## config.mk

```make
export PLATFORM = sky130hd
export DESIGN_NAME = alimentador_rolha
export DESIGN_NICKNAME = d
export VERILOG_FILES = /design/src/rtl/alimentador_rolha.sv
export SDC_FILE = /design/constraint.sdc
export NUM_CORES = 1
export LEC_CHECK = 0
export ABC_AREA = 1
export CORE_ASPECT_RATIO = 1.25
export CORE_MARGIN = 1
export CORE_UTILIZATION = 53
export CTS_BUF_LIST = sky130_fd_sc_hd__clkbuf_16
export DETAILED_ROUTE_END_ITERATION = 7
export GPL_ROUTABILITY_DRIVEN = 0
export HOLD_SLACK_MARGIN = 0.1
export PLACE_DENSITY = 0.85
export RECOVER_POWER = 25
export REMOVE_ABC_BUFFERS = 1
export SLEW_MARGIN = 20
export SYNTH_ARGS = -nofsm -noshare
export SYNTH_HDL_FRONTEND = slang
export SYNTH_SLANG_ARGS = --single-unit
```

## constraint.sdc

```tcl
create_clock -name clk -period 3.5 [get_ports clk]
set_input_delay 1.05 -clock clk [delete_from_list [all_inputs] [get_ports clk]]
set_output_delay 1.05 -clock clk [all_outputs]
set_load 0.05 [all_outputs]
```

## src/rtl/alimentador_rolha.sv

```systemverilog
// Cork magazine/feeder controller: tracks stock, requests refills, flags underflow/overfill.
// Optional `define ROLHA_TOTAL_EN adds a 16-bit saturating count of successful withdrawals.
module alimentador_rolha #(
  parameter int WIDTH    = 8,
  parameter int CAPACITY = 200,
  parameter int LOW_MARK = 20
) (
  input  logic             clk,
  input  logic             reset,
  input  logic             ve,
  input  logic             carga,
  input  logic [WIDTH-1:0] qtd_carga,
  output logic             rolha,
  output logic             baixo,
  output logic             pedido,
  output logic [WIDTH-1:0] estoque,
  output logic             erro,
  output logic             excesso
`ifdef ROLHA_TOTAL_EN
  ,
  output logic [15:0]      total
`endif
);

  localparam logic [1:0] VAZIO  = 2'd0;
  localparam logic [1:0] BAIXO  = 2'd1;
  localparam logic [1:0] NORMAL = 2'd2;

  localparam logic [WIDTH:0]   CAP   = (WIDTH+1)'(CAPACITY);
  localparam logic [WIDTH-1:0] LOW_W = WIDTH'(LOW_MARK);
  localparam logic [WIDTH-1:0] ONE_W = WIDTH'(1);

  logic [1:0]       state;
  logic [1:0]       state_next;
  logic [WIDTH:0]   soma_raw;
  logic [WIDTH:0]   soma;
  logic             sat;
  logic             retira;
  logic             under;
  logic [WIDTH-1:0] estoque_next;
  logic             pedido_next;
  logic             erro_next;

  // Load is applied before the withdrawal; one extra bit keeps the sum exact before clamping.
  always_comb begin
    soma_raw = {1'b0, estoque} + (carga ? {1'b0, qtd_carga} : '0);
    sat      = (soma_raw > CAP);
    soma     = sat ? CAP : soma_raw;
    retira   = ve && (soma != '0);
    under    = ve && (soma == '0);

    estoque_next = retira ? (soma[WIDTH-1:0] - ONE_W) : soma[WIDTH-1:0];

    if (estoque_next == '0)
      state_next = VAZIO;
    else if (estoque_next <= LOW_W)
      state_next = BAIXO;
    else
      state_next = NORMAL;

    if (state_next != NORMAL)
      pedido_next = 1'b1;
    else if (carga)
      pedido_next = 1'b0;
    else
      pedido_next = pedido;

    // Underflow wins over a clearing load in the same cycle.
    if (under)
      erro_next = 1'b1;
    else if (carga && (estoque_next != '0))
      erro_next = 1'b0;
    else
      erro_next = erro;
  end

  always_ff @(posedge clk or posedge reset) begin
    if (reset) begin
      estoque <= '0;
      state   <= VAZIO;
      pedido  <= 1'b1;
      erro    <= 1'b0;
      excesso <= 1'b0;
    end else begin
      estoque <= estoque_next;
      state   <= state_next;
      pedido  <= pedido_next;
      erro    <= erro_next;
      excesso <= sat;
    end
  end

`ifdef ROLHA_TOTAL_EN
  always_ff @(posedge clk or posedge reset) begin
    if (reset)
      total <= 16'd0;
    else if (retira && (total != 16'hFFFF))
      total <= total + 16'd1;
  end
`endif

  assign rolha = (state != VAZIO);
  assign baixo = (state != NORMAL);

endmodule

```

==> results.tsv, run 1 <==
stage	metric	value	unit
die	Die Width	48.9	um
logic_synthesis	post-synthesis compound-gate area fraction	3.87	%
logic_synthesis	largest family of logic cells by synthesized area	simple AND/OR/NAND/NOR gates	
outcome	result of the run	aborted with a tool error	
clocking	Gates resized, CTS repair	92	
logic_synthesis	number of unique standard cell types used by synthesis	27	
placed_design	half-perimeter wire length of the detailed placement result	3470	um
logic_synthesis	post-synthesis cell area	1460	sq um
logic_synthesis	fraction of the yosys area taken by sequential cells	22.4	%
logic_synthesis	post-synthesis share of cell area spent on full adders, half adders and majority gates	9.97	%
logic_synthesis	post-synthesis area per instance	6.41	sq um
die	Row Count	20	
clocking	buffer count from post-CTS setup fixing	20	
clocking	H-tree Lvls	1	
outcome	last stage reached	clock tree synthesis	
clocking	clock tree root driver cell	sky130_fd_sc_hd__clkbuf_16	
clocking	number of buffers added by the clock tree synthesis step	3	
die	floorplan die height	60.6	um
logic_synthesis	total number of yosys warnings	0	
clocking	number of hold buffers added after CTS	0	
clocking	Max clock buf depth	2	
logic_synthesis	area share of xor/xnor cells in the synthesized design	0.602	%
logic_synthesis	fraction of synthesized area in multiplexers	0	%
clocking	clk sink count	13	
logic_synthesis	flop and latch count out of synthesis	13	
die	number of I/O pins	25	
die	effective utilization at floorplan	57.6	%
placed_design	port bufs	24	
logic_synthesis	simple-gate share of the synthesized area	50.3	%
outcome	Log Error	[ERROR DPL-0038] Utilization greater than 100%, impossible to legalize	
logic_synthesis	instance count of the mapped netlist	227	
==> per-stage QoR <==
step	area, sq um	hold WS (ns)	std cells	setup WS (ns)
after floorplan	1450	0.576	225	-0.324
after global placement	2060	0.463	326	-0.895
after detailed placement	2060	0.467	326	-1.05
==> cell usage after synthesis, drive strengths merged <==
cell type / instances / area (sq um)
nand4: 9 / 68.8
inv: 45 / 169
clkinv: 2 / 7.51
buf: 2 / 10.0
or2: 2 / 12.5
ha: 10 / 125
xor2: 1 / 8.76
nor2: 21 / 104
dfrtp: 12 / 300
nand2: 83 / 362
a21oi: 6 / 41.3
nand3b: 5 / 37.5
fa: 1 / 20.0
o21ai: 3 / 15.0
nand3: 24 / 148
dfstp: 1 / 26.3
==> cells by family after synthesis <==
logic type,after synthesis
AOI/OAI and AO/OA,9
xor gates and xnor gates,1
adders and majority gates,11
buffers and inverters,49
DFF,13
and+or+nand+nor,144
==> run 2, diff against run 1 <==
CORE_ASPECT_RATIO = default   (was 1.25)
CORE_UTILIZATION = 40   (was 53)
CTS_BUF_LIST = default   (was sky130_fd_sc_hd__clkbuf_16)
HOLD_SLACK_MARGIN = default   (was 0.1)
PLACE_DENSITY = default   (was 0.85)
PLACE_DENSITY_LB_ADDON = 0.15   (was default)
==> results.tsv, run 2 <==
stage	metric	value	unit
finish	number of diodes	0	
detailed_routing	drt drc	0	
pwr	areal power density over the cells	1070	nW/um^2
pwr	Power Total	2.77	mW
logic_synthesis	post-synthesis cell area	1460	sq um
global_route	largest net degree at the start of global routing	14	
finish	registers with the most flip-flops	estoque: 8 flops, state: 2 flops	
finish	Reg area	327	sq um
worst_setup_path	setup slack on the worst flop-to-flop path	0.29	ns
finish	most used cells in the layout excluding fill and tap cells	67 x sky130_fd_sc_hd__buf_4, 49 x sky130_fd_sc_hd__nand2_1, 30 x sky130_fd_sc_hd__nand2_2	
die	Row Count	21	
clocking	clock tree root driver cell	sky130_fd_sc_hd__clkbuf_4	
clocking	clk sink count	13	
finish	max FFs per register	8	
detailed_routing	via total after detailed routing	1813	
timing	worst rel slew slack	66.5	%
pwr	worst ir drop on vdd	0.722	mV
placed_design	half-perimeter wire length of the detailed placement result	3120	um
die	Die Width	62.3	um
logic_synthesis	flop and latch count out of synthesis	13	
finish	Cell Count, Final, Fillers Out	369	
timing	final worst slack	-0.228	ns
logic_synthesis	fraction of the yosys area taken by sequential cells	22.4	%
global_route	number of antenna violations at the first check in global routing	0	
clocking	number of buffers added by the clock tree synthesis step	3	
worst_setup_path	kind of launch point of the worst setup path	input pin	
logic_synthesis	most instantiated library cell after synthesis	sky130_fd_sc_hd__nand2_1	
die	effective utilization at floorplan	42.6	%
pwr	combinational cell fraction of total power	86.8	%
detailed_routing	vias per cell	4.91	
clocking	H-tree Lvls	1	
worst_setup_path	Arr. time, crit path	3.95	ns
finish	final core utilization	76.0	%
logic_synthesis	Synth area leader	sky130_fd_sc_hd__dfrtp_1	
outcome	result of the run	complete, but fails checks	
die	floorplan die height	62.3	um
finish	Layout Area Growth over Synthesis	78.4	%
timing	largest clock skew in the final design	0.00846	ns
clocking	number of hold buffers added after CTS	0	
clocking	CTS tree	built	
finish	design area	2600	sq um
die	area of the die	3880	sq um
worst_setup_path	critical path class	input pin to register	
logic_synthesis	share of the synthesized area in the top cell type	20.6	%
logic_synthesis	post-synthesis area per instance	6.41	sq um
pwr	fraction of power spent switching nets	51.5	%
finish	fin nets	347	
global_route	wire length of the first global-routing pass	8020	um
detailed_routing	routed len/inst	14.3	um
finish	share of final-layout standard cells stronger than drive strength 1	53.3	%
clocking	Max clock buf depth	2	
placed_design	number of placed instances with taps included	338	
finish	area of combinational cells with multiple inputs	1230	sq um
global_route	Global Route Usage Sum	25.8	%
outcome	violated checks	negative setup slack	
hold_path	classification of the worst-slack hold path	register to register	
finish	number of filler instances in the final layout	240	
logic_synthesis	total number of yosys warnings	0	
worst_setup_path	Critical Path Sink Type	register	
timing	worst hold slack after final layout	0.469	ns
detailed_routing	DRT Pass-1 Iters	4	
timing	total count of hold-check failures in the final report	0	
detailed_routing	DRT antenna net count	0	
timing	number of pins exceeding their max-slew limit in the final report	0	
detailed_routing	drt first-iter violations	85	
timing	transition time at the pin with the least slew margin	0.501	ns
pwr	share of power burned in registers	9.9	%
pwr	Sw Pwr	1.43	mW
global_route	number of global-route vias before repair	1809	
logic_synthesis	EDFF count, synth	0	
pwr	Internal Power	1.34	mW
logic_synthesis	top cells by instance count after synthesis	69 x sky130_fd_sc_hd__nand2_1, 42 x sky130_fd_sc_hd__inv_1, 20 x sky130_fd_sc_hd__nand3_1	
placed_design	port bufs	24	
pwr	leak pwr	1.36	nW
job	maximum capacitance violations	0	
logic_synthesis	top flip-flop cell by instance count after synthesis	sky130_fd_sc_hd__dfrtp_1	
clocking	clock latency on the worst-skew pair	0.28	ns
finish	register with the most flip-flops	estoque	
logic_synthesis	dominant cells by area after synthesis	sky130_fd_sc_hd__dfrtp_1 21%, sky130_fd_sc_hd__nand2_1 18%, sky130_fd_sc_hd__inv_1 11%	
timing	setup violation total in the final timing report	8	
timing	unrepaired setup endpoints after global routing	true	
die	number of I/O pins	25	
logic_synthesis	number of unique standard cell types used by synthesis	27	
pwr	part of the total power dissipated in the clock network	3.3	%
timing	maximum achievable frequency	268	MHz
worst_setup_path	endpoint required time on the critical path	3.72	ns
die	core area	3420	sq um
global_route	remaining global-route overflow	0	
logic_synthesis	share of synthesized registers carrying an async set or reset	100	%
finish	most common cell after layout, fill and taps aside	sky130_fd_sc_hd__buf_4	
timing	shortest clock period the worst path allows after layout	3.73	ns
timing	share of the clock period used by the worst path after layout	107	%
logic_synthesis	instance count of the mapped netlist	227	
placed_design	area post-placement	2070	sq um
detailed_routing	total wire length	5270	um
clocking	clock transition at the registers of the reported paths	0.08	ns
worst_setup_path	top fanout value on the critical path	4	
-- run 2: timing repair --
item / CTS / global route
cloned: 0 / 0
gates resized for setup: 67 / 33
endpoints found under the setup margin: 12 / 11
pin swaps: 43 / 24
buffers inserted: 25 / 5
-- run 2: metal layers --
layer | wire [um] | up-vias | global-route usage, %
met5 | 0 | - | 0
met1 | 2240 | 852 | 31.8
met2 | 2730 | 52 | 46.6
li1 | - | 895 | -
met4 | 112 | 0 | 8.14
met3 | 192 | 14 | 3.13
-- run 2: worst paths after layout --
path,cells after the start,startpoint,to
min in group asynchronous,2,reset,estoque[3]
worst max-delay path,28,carga,erro
max in group asynchronous,2,reset,pedido
worst max register to register,25,estoque[0],erro
worst min register to register,2,pedido,pedido
worst min-delay path,2,pedido,pedido
-- run 2: power by group through the flow --
stage	sequential, mW	clock [mW]	combinational (mW)
2_1_floorplan	0.421	0	0.873
3_3_place_gp	0.259	0	1.75
3_5_place_dp	0.259	0	1.75
4_1_cts	0.272	0.0925	2.16
5_1_grt	0.279	0.102	2.58
6_report	0.275	0.0915	2.41
-- run 2: kinds of logic (layout without fill, tap and decap cells) --
logic type,Yosys count,in the layout,synth area share (%)
fa+ha+maj,11,11,9.97
flops,13,13,22.4
compound gates,9,9,3.87
buf+inv,49,145,12.8
xor+xnor,1,1,0.602
simple gates,144,144,50.3
-- run 2: final cells by class --
cell class | count | share of cell area (%)
flip-flops and latches | 13 | 12.6
clock buffers | 4 | 1.01
multi-input cells | 165 | 47.6
well taps | 46 | 2.22
repair buffers | 94 | 29.8
inverters | 47 | 6.84
-- run 2: stage by stage --
step                      setup TNS [ns]  setup WS, ns
final                              -1.01        -0.228
after global placement            -10.15         -1.04
after CTS                         -0.560        -0.175
after floorplan                    -1.01        -0.324
after detailed placement           -9.98         -1.05
after global routing               -1.95        -0.357
-- run 2: worst max-delay path, cell delays in order --
cell	delay [ns]
sky130_fd_sc_hd__buf_6	0.07
sky130_fd_sc_hd__nand2_2	0.05
sky130_fd_sc_hd__inv_2	0.06
sky130_fd_sc_hd__ha_4	0.13
sky130_fd_sc_hd__inv_2	0.03
sky130_fd_sc_hd__fa_2	0.54
sky130_fd_sc_hd__inv_1	0.04
sky130_fd_sc_hd__nor2_1	0.10
sky130_fd_sc_hd__nand3_2	0.10
sky130_fd_sc_hd__nand3_2	0.09
sky130_fd_sc_hd__nand2_2	0.06
sky130_fd_sc_hd__clkinv_2	0.04
sky130_fd_sc_hd__nand2_2	0.05
sky130_fd_sc_hd__nand2_4	0.07
sky130_fd_sc_hd__nand2_4	0.07
sky130_fd_sc_hd__nor2_4	0.11
sky130_fd_sc_hd__inv_2	0.07
sky130_fd_sc_hd__ha_2	0.19
sky130_fd_sc_hd__buf_4	0.14
sky130_fd_sc_hd__nand4_1	0.08
sky130_fd_sc_hd__nand2_1	0.09
sky130_fd_sc_hd__nand2_1	0.12
sky130_fd_sc_hd__nand2_2	0.10
sky130_fd_sc_hd__nor2_4	0.18
sky130_fd_sc_hd__nand3_2	0.12
sky130_fd_sc_hd__nand2_1	0.08
sky130_fd_sc_hd__nand2_1	0.05
sky130_fd_sc_hd__nand2_1	0.05
No activity file was read; power rests on OpenSTA's default activity.
